<file path="src/rtl/monitor_vitais.sv">
// monitor_vitais: tracks the pet's vital meters (fome, sono, tedio) on a
// prescaled time tick according to the controller's current activity, flags
// an alert level and raises a sticky death flag back to the controller.
// Optional feature macro: MONITOR_VITAIS_TEDIO_EN builds the boredom meter;
// when undefined, tedio is tied to 0 and ignored by alerta and death.
module monitor_vitais #(
  parameter int unsigned TICK_DIV     = 50_000_000,
  parameter int unsigned ALERTA_NIVEL = 12
) (
  input  logic       clk,
  input  logic       rst_n,
  input  logic [2:0] estado,
  output logic [3:0] fome,
  output logic [3:0] sono,
  output logic [3:0] tedio,
  output logic       alerta,
  output logic       morreu
);

  localparam int unsigned MW = 4;
  localparam int unsigned CW = (TICK_DIV > 1) ? $clog2(TICK_DIV) : 1;
  localparam logic [CW-1:0] CNT_LAST = CW'(TICK_DIV - 1);
  localparam logic [MW-1:0] M_MAX    = '1;
  localparam logic [MW-1:0] M_ALERTA = MW'(ALERTA_NIVEL);

  // Controller state encodings; anything not listed behaves as IDLE.
  localparam logic [2:0] ST_DORMINDO = 3'b001;
  localparam logic [2:0] ST_COMENDO  = 3'b010;
  localparam logic [2:0] ST_AULA     = 3'b011;
  localparam logic [2:0] ST_MORTO    = 3'b100;

  logic [CW-1:0] cnt;
  logic          tick;
  logic          upd;
  logic          any_max;
  logic [MW-1:0] fome_d;
  logic [MW-1:0] sono_d;

  function automatic logic [MW-1:0] sat_inc(input logic [MW-1:0] v);
    return (v == M_MAX) ? v : v + MW'(1);
  endfunction

  function automatic logic [MW-1:0] sat_dec2(input logic [MW-1:0] v);
    return (v < MW'(2)) ? '0 : v - MW'(2);
  endfunction

  // Free-running prescaler, wraps after TICK_DIV cycles in every state.
  always_ff @(posedge clk or negedge rst_n) begin
    if (!rst_n) begin
      cnt <= '0;
    end else if (tick) begin
      cnt <= '0;
    end else begin
      cnt <= cnt + CW'(1);
    end
  end

  assign tick = (cnt == CNT_LAST);
  // A dead pet's meters are frozen regardless of estado.
  assign upd  = tick && !morreu;

  // Next values for hunger and sleepiness from the activity sampled this cycle.
  always_comb begin
    fome_d = fome;
    sono_d = sono;
    if (upd) begin
      case (estado)
        ST_DORMINDO: begin
          fome_d = sat_inc(fome);
          sono_d = sat_dec2(sono);
        end
        ST_COMENDO: begin
          fome_d = sat_dec2(fome);
          sono_d = sat_inc(sono);
        end
        ST_AULA: begin
          fome_d = sat_inc(fome);
          sono_d = sat_inc(sono);
        end
        ST_MORTO: begin
        end
        default: begin
          fome_d = sat_inc(fome);
          sono_d = sat_inc(sono);
        end
      endcase
    end
  end

  // Hunger and sleepiness registers.
  always_ff @(posedge clk or negedge rst_n) begin
    if (!rst_n) begin
      fome <= '0;
      sono <= '0;
    end else begin
      fome <= fome_d;
      sono <= sono_d;
    end
  end

`ifdef MONITOR_VITAIS_TEDIO_EN
  logic [MW-1:0] tedio_d;

  // Next boredom value: teaching relieves it, sleep and death leave it alone.
  always_comb begin
    tedio_d = tedio;
    if (upd) begin
      case (estado)
        ST_DORMINDO: tedio_d = tedio;
        ST_MORTO:    tedio_d = tedio;
        ST_AULA:     tedio_d = sat_dec2(tedio);
        default:     tedio_d = sat_inc(tedio);
      endcase
    end
  end

  // Boredom register.
  always_ff @(posedge clk or negedge rst_n) begin
    if (!rst_n) begin
      tedio <= '0;
    end else begin
      tedio <= tedio_d;
    end
  end

  assign any_max = (fome == M_MAX) || (sono == M_MAX) || (tedio == M_MAX);
  assign alerta  = (fome >= M_ALERTA) || (sono >= M_ALERTA) || (tedio >= M_ALERTA);
`else
  assign tedio   = '0;
  assign any_max = (fome == M_MAX) || (sono == M_MAX);
  assign alerta  = (fome >= M_ALERTA) || (sono >= M_ALERTA);
`endif

  // Sticky death flag, set one cycle after any live meter reads full.
  always_ff @(posedge clk or negedge rst_n) begin
    if (!rst_n) begin
      morreu <= 1'b0;
    end else if (!morreu && any_max) begin
      morreu <= 1'b1;
    end
  end

endmodule

</file>
<file path="config.mk">
export PLATFORM = sky130hd
export DESIGN_NAME = monitor_vitais
export DESIGN_NICKNAME = d
export VERILOG_FILES = /design/src/rtl/monitor_vitais.sv
export SDC_FILE = /design/constraint.sdc
export NUM_CORES = 1
export LEC_CHECK = 0
export BUFFER_PORTS_ARGS = -buffer_cell sky130_fd_sc_hd__buf_2
export CORE_MARGIN = 8
export CORE_UTILIZATION = 53
export DETAILED_ROUTE_END_ITERATION = 16
export PLACE_DENSITY_LB_ADDON = 0.08
export SLEW_MARGIN = 10
export SYNTH_ARGS = -nofsm -noshare
export SYNTH_HDL_FRONTEND = slang
export SYNTH_SLANG_ARGS = --single-unit
</file>
<file path="constraint.sdc">
create_clock -name clk -period 1.8 [get_ports clk]
set_input_delay 0.09 -clock clk [delete_from_list [all_inputs] [get_ports clk]]
set_output_delay 0.09 -clock clk [all_outputs]
set_load 0.01 [all_outputs]
</file>
==> impl_metrics.csv <==
group,metric,value,unit
hold_path,hold_start,"estado[2]",
critical_path,worst-path-max-fanout,8,
logic_synthesis,synthAdderAreaFrac,0.0424,
global_routing,antenna_found_initial,0,
place,dpl_cell_area,0.00242,mm2
logic_synthesis,synth_compound_area_frac,0.120,
layout,final_common_cell,"buf_4",
logic_synthesis,synth_edf_count,0,
logic_synthesis,synth_area,0.00207,mm2
critical_path,required,1.97,ns
hold_path,hold_end,"sono[2]",
critical_path,critPathSlowestCell,"or3_4",
global_routing,grt_pass1_wl,7690,um
critical_path,cp.arrival,2.12,ns
status,status,"complete, but fails checks",
place,gp_congestion,0.810,
sta,setup_ws,-0.152,ns
logic_synthesis,ys.flop_type,"dfrtp_1",
critical_path,rr_worst_depth,6,
layout,final_area,0.00253,mm2
critical_path,path_cells,"ha_2, and4_4, nand3_2, or3_4, nor3_4, mux2_2",
global_routing,grt-ovfl-total,0,
layout,layout-drive-gt1-share,0.263,
logic_synthesis,synth_xor_area_frac,0.0890,
layout,diodes,0,
place,port_buffers,14,
critical_path,r2r_slack,-0.15,ns
floorplanning,start_util,0.556,
critical_path,critical_path.startpoint_type,"flop",
logic_synthesis,ys_async_sr_fraction,1.00,
logic_synthesis,synth_top_area_frac,0.424,
sta,fmax,512,MHz
sta,slew_viol_final,0,
routing,drtAntennaViolNets,0,
place,dpl.hpwl,3450,um
routing,wire_per_inst,14.5,um
logic_synthesis,synthCells,220,
critical_path,worst_setup_path_end_kind,"flop",
sta,skew,0.00478,ns
layout,layoutNonFillerInstCount,318,
sta,finalHoldViolations,0,
logic_synthesis,yosys-top-cells-area,"dfrtp_1 42%, xnor2_1 5.9%, nand3_1 5.1%",
sta,finalSetupViolCount,11,
logic_synthesis,yosysTopAreaCell,"dfrtp_1",
clock_tree,path_clk_slew,0.07,ns
sta,relSlewSlack,0.499,
critical_path,slowest_delay,0.45,ns
power,p_leak,0.00120,uW
sta,period_minus_slack,1.95,ns
clock_tree,cts_tree,"done",
routing,routed_via_density,5.70,
sta,rsz0062_at_grt,"true",
floorplanning,ios,19,
floorplanning,die_h,78.5,um
logic_synthesis,yosysUniqueCellTypes,44,
hold_path,holdPathStages,4,
logic_synthesis,yosysWarnings,0,
logic_synthesis,synth_seq_area_share,0.424,
logic_synthesis,synth_top_family_by_area,"simple AND/OR/NAND/NOR gates",
hold_path,min_path_type,"in2reg",
status,violations,"negative setup slack",
clock_tree,clock_sinks,35,
clock_tree,htree_levels,2,
critical_path,r2r-end,"fome[1]",
routing,drt_iter0_markers,69,
floorplanning,die_width,78.5,um
routing,first_pass_iters,4,
global_routing,grt_util_all_layers,0.150,
clock_tree,clock_latency,0.29,ns
floorplanning,coreArea,0.00372,mm2
routing,route.detailed.drc,0,
routing,vias,1813,
layout,areaGrowthSynthToFinish,22.6,%
logic_synthesis,syn_area_per_cell,9.40,um2
floorplanning,die_area,0.00615,mm2
clock_tree,clockBufferDepth,2,
critical_path,timing.rr.start,"cnt[0]",
layout,nFillCells,308,
flow_run,maxCapViolations,0,
clock_tree,ctsRootBufferMaster,"clkbuf_8",
layout,final_util,0.682,
logic_synthesis,synth-seq-cells,35,
layout,final_cell_mix,"37 x buf_4, 34 x dfrtp_1, 20 x nand3_1, 20 x nor2_1, 15 x nand2_1",
place,dp.cells,307,
global_routing,grt_pass1_vias,1755,
sta,fin_setup_tns,-0.636,ns
power,power,1440,uW
critical_path,worstSetupPathType,"reg2reg",
clock_tree,cts-buffers-inserted,5,
logic_synthesis,synthSimpleGateAreaFrac,0.246,
layout,nNetsFinal,281,
global_routing,grt_max_degree,36,
sta,worst_slew_pin_slew,0.752,ns
sta,finalCritPeriodShare,1.08,
routing,wirelength,4600,um
power,ir_drop,437,uV
floorplanning,std_cell_rows,22,
power,p_per_area,568,mW/mm2
logic_synthesis,synth_mux_area_frac,0.0212,
## critical path, delay by kind of cell, from the launching register on
kind / cells / cell delay (ns)
adder cells (fa/ha/maj): 1 / 0.19
AND/OR/NAND/NOR: 4 / 0.92
flip-flops: 1 / 0.35
multiplexers: 1 / 0.36
## cells in the mapped netlist (2+ instances only)
| cell type | n |
|---|---|
| nor3_2 | 2 |
| o31ai_1 | 9 |
| o21ai_0 | 9 |
| nor2_1 | 20 |
| and4bb_1 | 2 |
| nor4_1 | 3 |
| nand3_1 | 21 |
| xnor2_1 | 14 |
| clkbuf_1 | 6 |
| dfrtp_1 | 35 |
| o22a_1 | 2 |
| inv_1 | 7 |
| nand2b_1 | 2 |
| or3b_2 | 2 |
| buf_6 | 2 |
| nor3_1 | 6 |
| ha_1 | 7 |
| a21o_1 | 2 |
| and3_1 | 6 |
| nand4_1 | 9 |
| a21oi_1 | 4 |
| and4_1 | 2 |
| nand2_1 | 15 |
| mux2_2 | 3 |
| xor2_1 | 7 |
| buf_4 | 5 |
## layer usage
metal | part of all wire | wire length, um | track usage
met5 | 0 | 0 | 0
met4 | 0.0091 | 42 | 0.0407
met3 | 0.052 | 241 | 0.0490
met2 | 0.51 | 2350 | 0.273
met1 | 0.43 | 1960 | 0.163
## layout make-up
class | instances | area, um2 | share of cell area
Multi-Input combinational cell | 167 | 1120 | 0.442
Sequential cell | 35 | 877 | 0.346
Timing Repair Buffer | 53 | 369 | 0.146
Clock buffer | 7 | 76.3 | 0.0301
Tap cell | 48 | 60.1 | 0.0237
Inverter | 7 | 26.3 | 0.0104
Clock inverter | 1 | 5.00 | 0.00197
## where the power goes
| part | switching (uW) | leakage [uW] | internal [uW] |
|---|---|---|---|
| combinational | 69.1 | 0.000685 | 40.7 |
| clock | 260 | 0.0000422 | 271 |
| sequential | 6.78 | 0.000468 | 792 |
| total | 336 | 0.00120 | 1100 |
## sequential cells by signal, indices dropped and copies added, names as in the netlist
signal  cells
morreu      1
cnt        26
fome        4
sono        4
## through the flow
step / setup WS, ns / hold slack (ns)
2_1_floorplan: -0.127 / -0.206
3_3_place_gp: -0.0746 / 0.198
3_5_place_dp: -0.162 / 0.205
4_1_cts: -0.132 / 0.295
5_1_grt: -0.213 / 0.312
6_report: -0.152 / 0.308
## repair_timing
| action | in CTS | in global routing |
|---|---|---|
| pin swaps | 1 | 1 |
| endpoints found under the hold margin | 35 | 0 |
| setup endpoints to repair | 7 | 12 |
| hold buffers | 1 | 0 |
| buffers inserted | 0 | 2 |
| gates resized for setup | 1 | 4 |
## worst max path at each step
stage	depth (start not counted)	slack (ns)	endpoint	from
floorplan	7	-0.13	fome[2]	cnt[0]
global placement	6	-0.07	fome[1]	cnt[1]
detailed placement	6	-0.16	fome[1]	cnt[0]
CTS	5	-0.13	fome[1]	cnt[11]
global route	6	-0.21	fome[1]	cnt[0]
finish	6	-0.15	fome[1]	cnt[0]
## logic make-up (layout without fill, tap and decap cells)
group	after synthesis	after routing
other cells	1	4
flops	35	35
compound gates	36	36
fa+ha+maj	7	7
simple gates	95	95
xor+xnor	21	21
buf+inv	21	68
mux	4	4
Power figures use the tool's default switching activity.
